<file path="src/rtl/onehot_pulse_pkg.sv">
// rtl/onehot_pulse_pkg.sv - shared types and helpers for the one-hot pulse decoder
package onehot_pulse_pkg;

    typedef enum logic [1:0] {
        IDLE = 2'd0,
        HOLD = 2'd1,
        GAP  = 2'd2
    } state_t;

    // Widest binary index the decode helper supports
    localparam int MAX_BIN_W = 8;
    localparam int MAX_N     = 1 << MAX_BIN_W;

    // Binary index to one-hot word at the widest supported size; callers cast down
    function automatic logic [MAX_N-1:0] bin2onehot(input logic [MAX_BIN_W-1:0] idx);
        logic [MAX_N-1:0] word;
        word      = '0;
        word[idx] = 1'b1;
        return word;
    endfunction

    // Counter must hold the larger of the hold and gap reload values
    function automatic int cnt_width(input int hold, input int gap);
        int m;
        m = (hold > gap) ? hold : gap;
        return (m < 1) ? 1 : $clog2(m + 1);
    endfunction

endpackage

</file>
<file path="src/rtl/onehot_pulse_decoder.sv">
// rtl/onehot_pulse_decoder.sv - binary index to timed one-hot pulse with one-entry input buffer
module onehot_pulse_decoder
    import onehot_pulse_pkg::*;
#(
    parameter int BIN_W       = 4,
    parameter int HOLD_CYCLES = 4,
    parameter int GAP_CYCLES  = 1
) (
    input  logic                  clk,
    input  logic                  rst_n,
    input  logic                  enable,
    input  logic [BIN_W-1:0]      bin_in,
    input  logic                  bin_valid,
    output logic                  bin_ready,
    output logic [(1<<BIN_W)-1:0] onehot_out,
    output logic                  onehot_valid,
    output logic                  pulse_done,
    output logic                  busy
);

    localparam int N     = 1 << BIN_W;
    localparam int CNT_W = cnt_width(HOLD_CYCLES, GAP_CYCLES);
    localparam logic [CNT_W-1:0] HOLD_LOAD = CNT_W'((HOLD_CYCLES > 0) ? HOLD_CYCLES - 1 : 0);
    localparam logic [CNT_W-1:0] GAP_LOAD  = CNT_W'((GAP_CYCLES > 0) ? GAP_CYCLES - 1 : 0);

    // Parameter sanity checks at elaboration
    generate
        if (HOLD_CYCLES < 1) begin : g_bad_hold
            $error("onehot_pulse_decoder: HOLD_CYCLES must be >= 1");
        end
        if (GAP_CYCLES < 0) begin : g_bad_gap
            $error("onehot_pulse_decoder: GAP_CYCLES must be >= 0");
        end
        if (BIN_W < 1 || BIN_W > MAX_BIN_W) begin : g_bad_binw
            $error("onehot_pulse_decoder: BIN_W out of supported range");
        end
    endgenerate

    function automatic logic [N-1:0] decode(input logic [BIN_W-1:0] code);
        return N'(bin2onehot(MAX_BIN_W'(code)));
    endfunction

    state_t           state_q, state_d;
    logic [CNT_W-1:0] cnt_q, cnt_d;
    logic             buf_valid_q, buf_valid_d;
    logic [BIN_W-1:0] buf_code_q, buf_code_d;
    logic [N-1:0]     onehot_q, onehot_d;
    logic             onehot_valid_q, onehot_valid_d;
    logic             pulse_done_q, pulse_done_d;
    logic             accept;
    logic             pick_next;

    assign bin_ready    = enable && !buf_valid_q;
    assign accept       = bin_valid && bin_ready;
    assign onehot_out   = onehot_q;
    assign onehot_valid = onehot_valid_q;
    assign pulse_done   = pulse_done_q;
    assign busy         = (state_q != IDLE) || buf_valid_q;

    // Next-state, counter, buffer and output word selection
    always_comb begin
        state_d     = state_q;
        cnt_d       = cnt_q;
        buf_valid_d = buf_valid_q;
        buf_code_d  = buf_code_q;
        onehot_d    = onehot_q;
        pick_next   = 1'b0;

        if (!enable) begin
            state_d     = IDLE;
            cnt_d       = '0;
            buf_valid_d = 1'b0;
            onehot_d    = '0;
        end else begin
            case (state_q)
                IDLE: begin
                    onehot_d = '0;
                    if (accept) begin
                        onehot_d = decode(bin_in);
                        cnt_d    = HOLD_LOAD;
                        state_d  = HOLD;
                    end
                end
                HOLD: begin
                    if (cnt_q != '0) begin
                        cnt_d = cnt_q - CNT_W'(1);
                        if (accept) begin
                            buf_code_d  = bin_in;
                            buf_valid_d = 1'b1;
                        end
                    end else if (GAP_CYCLES > 0) begin
                        onehot_d = '0;
                        cnt_d    = GAP_LOAD;
                        state_d  = GAP;
                        if (accept) begin
                            buf_code_d  = bin_in;
                            buf_valid_d = 1'b1;
                        end
                    end else begin
                        pick_next = 1'b1;
                    end
                end
                GAP: begin
                    if (cnt_q != '0) begin
                        cnt_d = cnt_q - CNT_W'(1);
                        if (accept) begin
                            buf_code_d  = bin_in;
                            buf_valid_d = 1'b1;
                        end
                    end else begin
                        pick_next = 1'b1;
                    end
                end
                default: begin
                    state_d  = IDLE;
                    cnt_d    = '0;
                    onehot_d = '0;
                end
            endcase

            // The buffered code is always older than bin_in, and bin_ready is
            // low while it is held, so the pop never races a new accept.
            if (pick_next) begin
                if (buf_valid_q) begin
                    onehot_d    = decode(buf_code_q);
                    buf_valid_d = 1'b0;
                    cnt_d       = HOLD_LOAD;
                    state_d     = HOLD;
                end else if (accept) begin
                    onehot_d = decode(bin_in);
                    cnt_d    = HOLD_LOAD;
                    state_d  = HOLD;
                end else begin
                    onehot_d = '0;
                    cnt_d    = '0;
                    state_d  = IDLE;
                end
            end
        end

        onehot_valid_d = (state_d == HOLD);
        pulse_done_d   = (state_d == HOLD) && (cnt_d == '0);
    end

    // All state, buffer and registered outputs in one flat register bank
    always_ff @(posedge clk or negedge rst_n) begin
        if (!rst_n) begin
            state_q        <= IDLE;
            cnt_q          <= '0;
            buf_valid_q    <= 1'b0;
            buf_code_q     <= '0;
            onehot_q       <= '0;
            onehot_valid_q <= 1'b0;
            pulse_done_q   <= 1'b0;
        end else begin
            state_q        <= state_d;
            cnt_q          <= cnt_d;
            buf_valid_q    <= buf_valid_d;
            buf_code_q     <= buf_code_d;
            onehot_q       <= onehot_d;
            onehot_valid_q <= onehot_valid_d;
            pulse_done_q   <= pulse_done_d;
        end
    end

endmodule

</file>
<file path="config.mk">
export PLATFORM = sky130hd
export DESIGN_NAME = onehot_pulse_decoder
export DESIGN_NICKNAME = d
export VERILOG_FILES = /design/src/rtl/onehot_pulse_pkg.sv /design/src/rtl/onehot_pulse_decoder.sv
export SDC_FILE = /design/constraint.sdc
export NUM_CORES = 1
export LEC_CHECK = 0
export BUFFER_PORTS_ARGS = -buffer_cell sky130_fd_sc_hd__buf_2
export CAP_MARGIN = 20
export CORE_ASPECT_RATIO = 1.5
export CORE_MARGIN = 4
export CORE_UTILIZATION = 37
export CTS_CLUSTER_SIZE = 28
export DETAILED_ROUTE_END_ITERATION = 10
export RECOVER_POWER = 100
export SLEW_MARGIN = 20
export SYNTH_ARGS = -nofsm -noshare
export SYNTH_HDL_FRONTEND = slang
export SYNTH_SLANG_ARGS = --single-unit
</file>
<file path="constraint.sdc">
create_clock -name clk -period 2.45 [get_ports clk]
set_input_delay 0.1225 -clock clk [delete_from_list [all_inputs] [get_ports clk]]
set_output_delay 0.1225 -clock clk [all_outputs]
set_load 0.05 [all_outputs]
</file>
==> impl_metrics.yaml <==
synth:
  synth_cells: 174
  yosysMostFrequentCell: "dfrtp_1"
  ys_seq_area_share_pct: 41.7
  syn_nets: 189
  yosysTopAreaCell: "dfrtp_1"
  yosysWarnings: 0
  async_flop_share_pct: 100
  ys_types: 44
  synth_edf_count: 0
  synth_top_area_share_pct: 41.7
  ys_ff_latch: 28
  synthTopCellsByArea: "dfrtp_1 42%, a221o_1 6.0%, ha_1 5.2%"
  synth_commonest_cells: "28 x dfrtp_1, 21 x nand2_1, 18 x nor2_1"
  ys.flop_type: "dfrtp_1"
  avgSynthCellArea_um2: 9.66
  netlist_area_um2: 1680
floorplan:
  rows: 29
  start_util_pct: 38.9
  fp.coreArea_um2: 4320
  boundaryPins: 28
  die_w_um: 63.0
  die-area_um2: 5710
  die_y_um: 90.5
final_layout:
  areaGrowthSynthToFinish_pct: 10.3
  multi_input_area_um2: 890
  antenna_cells: 0
  design_area_um2: 1850
  utilization_pct: 42.9
  drive_gt1_share_pct: 10.0
  final_nets: 217
  num-fill-cells: 432
  seq_area_um2: 701
sta:
  slew_headroom_pct: 2.76
  finalHoldViolCount: 0
  worstMarginPinSlew_ns: 1.46
  final-setup-viol-count: 0
  period_minus_slack_ns: 2.16
  finClkSkew_ns: 0.00863
  hold_ws_ns: 0.128
  fmax_mhz: 462
  rsz0062_at_grt: "false"
  slew_violations: 0
  finalSetupTns_ns: 0
  fin_crit_sh_pct: 88.3
  setup_ws_ns: 0.287
worst_setup_path:
  reg2reg_to: "buf_code_q[0]"
  cp.buffers_inverters: 1
  cp_slowest_cell: "nor3_1"
  critPathMaxStageDelay_ns: 0.58
  endpoint_kind: "flip-flop"
  cp.arrival_ns: 2.33
  reg2regPathDepth: 6
  cp_top_family: "simple AND/OR/NAND/NOR gates"
  criticalPathCategory: "reg -> reg"
  rr_startpoint: "cnt_q[0]"
  cp.required_ns: 2.62
  path_max_fanout: 7
  rrSetupSlack_ns: 0.29
  path_cells: "inv_1, ha_1, nor2b_4, and2_0, nor3_1, mux2_2"
  start_kind: "flip-flop"
detailed_routing:
  antenna_left: 0
  drt_wl_total_um: 4020
  drcViolationCount: 0
  wl_per_cell_um: 16.4
  drt-initial-drc-count: 62
  vias_per_cell: 5.93
  dr.pass1.iters: 4
  vias: 1459
power:
  irDropWorstVdd_v: 0.000426
  p_sw_share_pct: 44.9
  p_per_area_nw_per_um2: 863
  power.share.clock_pct: 15.6
  leakage_uw: 0.000773
  pwr-share-comb_pct: 44.3
  power.share.sequential_pct: 40.1
  internal_power_uw: 881
  p_switching_uw: 719
clock_network:
  clkLatencyLatePin_ns: 0.27
  cts_sinks: 28
  cts_buffers: 3
  htreeDepth: 1
  cts_tree: "yes"
  path_clk_slew_ns: 0.10
  cts_resized: 0
  clockBufferDepth: 2
  root_buffer: "clkbuf_8"
global_route:
  grt_pass1_wl_um: 6800
  gr-total-overflow: 0
  antenna_found_initial: 0
  grt_start_max_net_pins: 29
  grt_use_total_pct: 14.5
  grt_pass1_vias: 1479
placed_design:
  dp_slack_ns: 0.422
  gp_congestion: 0.867
  hpwl_um: 3100
  io_buffers: 27
  dpl_cell_area_um2: 1850
hold_path:
  whs_path_depth: 3
  min_path_type: "in -> reg"
  holdCritStartpoint: "bin_in[3]"
  worstHoldEndpoint: "buf_code_q[3]"
run:
  max_cap_viol_count: 0
run_status:
  outcome: "finished, final reports clean"
[through the flow]
step                power [uW]  cells
floorplan                 1210    174
global placement          1380    242
detailed placement        1380    242
CTS                       1630    246
global route              1710    246
finish                    1600    246
[placed cells by master (no fill, tap or decap), drive strengths merged, types with 2 or more instances in the layout]
| master | Yosys | routed |
|---|---|---|
| o32ai | 2 | 2 |
| nor2b | 5 | 5 |
| ha | 7 | 7 |
| o221ai | 5 | 5 |
| o32a | 2 | 2 |
| a32oi | 2 | 2 |
| a21oi | 6 | 6 |
| nand2 | 21 | 21 |
| a31oi | 2 | 2 |
| buf | 3 | 7 |
| nand3b | 2 | 2 |
| o211ai | 2 | 2 |
| clkbuf | 3 | 24 |
| a221o | 10 | 10 |
| nand2b | 4 | 4 |
| nand3 | 5 | 5 |
| mux2 | 2 | 2 |
| nor3 | 5 | 5 |
| nor2 | 18 | 18 |
| o22ai | 8 | 8 |
| inv | 10 | 10 |
| a2111oi | 3 | 3 |
| o21ai | 7 | 7 |
| and2 | 2 | 2 |
| dfrtp | 28 | 28 |
[cells by family after synthesis]
family                     share of synthesized area (%)
buffers and inverters                               4.32
AOI/OAI and AO/OA                                   26.6
DFF                                                 41.7
and+or+nand+nor                                     20.8
adders and majority gates                           5.21
muxes                                               1.34
[power groups by stage]
stage	registers, uW	logic (uW)	clock network [uW]
global route	653	787	272
global placement	648	737	0
finish	641	708	250
CTS	641	736	253
detailed placement	650	731	0
floorplan	675	534	0
[tightest hold or removal path, stage by stage]
cell	delay [ns]
buf_2	0.13
nand2_1	0.06
o21ai_0	0.06
[state kept, by name, summed over array words and instances, names as in the netlist]
signal / cells
onehot_out: 16
buf_code_q: 4
cnt_q: 3
state_q: 2
buf_valid_q: 1
onehot_valid: 1
pulse_done: 1
[final cells by class]
cell class	instances	area share [%]
well taps	46	3.11
inverters	10	2.03
repair buffers	29	6.82
clock buffers	3	2.23
multi-input cells	130	48.0
flip-flops and latches	28	37.8
[how the worst max path moves through the flow]
stage | startpoint | endpoint | slack, ns | depth (start not counted)
2_1_floorplan | cnt_q[0] | pulse_done | 0.64 | 9
3_3_place_gp | cnt_q[0] | pulse_done | 0.41 | 9
3_5_place_dp | cnt_q[0] | pulse_done | 0.42 | 9
4_1_cts | cnt_q[0] | pulse_done | 0.40 | 9
5_1_grt | cnt_q[0] | buf_code_q[0] | 0.12 | 6
6_report | cnt_q[0] | buf_code_q[0] | 0.29 | 6
[timing repair]
item | in CTS | in global routing
setup endpoints to repair | 0 | 0
hold buffers | 1 | 0
endpoints found under the hold margin | 28 | 0
setup buffers | 0 | 0
[routing by layer]
| layer | track usage [%] | vias to the layer above | part of all wire, % |
|---|---|---|---|
| li1 | - | 715 | - |
| met2 | 27.0 | 33 | 53 |
| met3 | 1.49 | 10 | 3.4 |
| met1 | 16.2 | 701 | 42 |
| met5 | 0 | - | 0 |
| met4 | 6.08 | 0 | 1.7 |
Power figures use the tool's default switching activity.
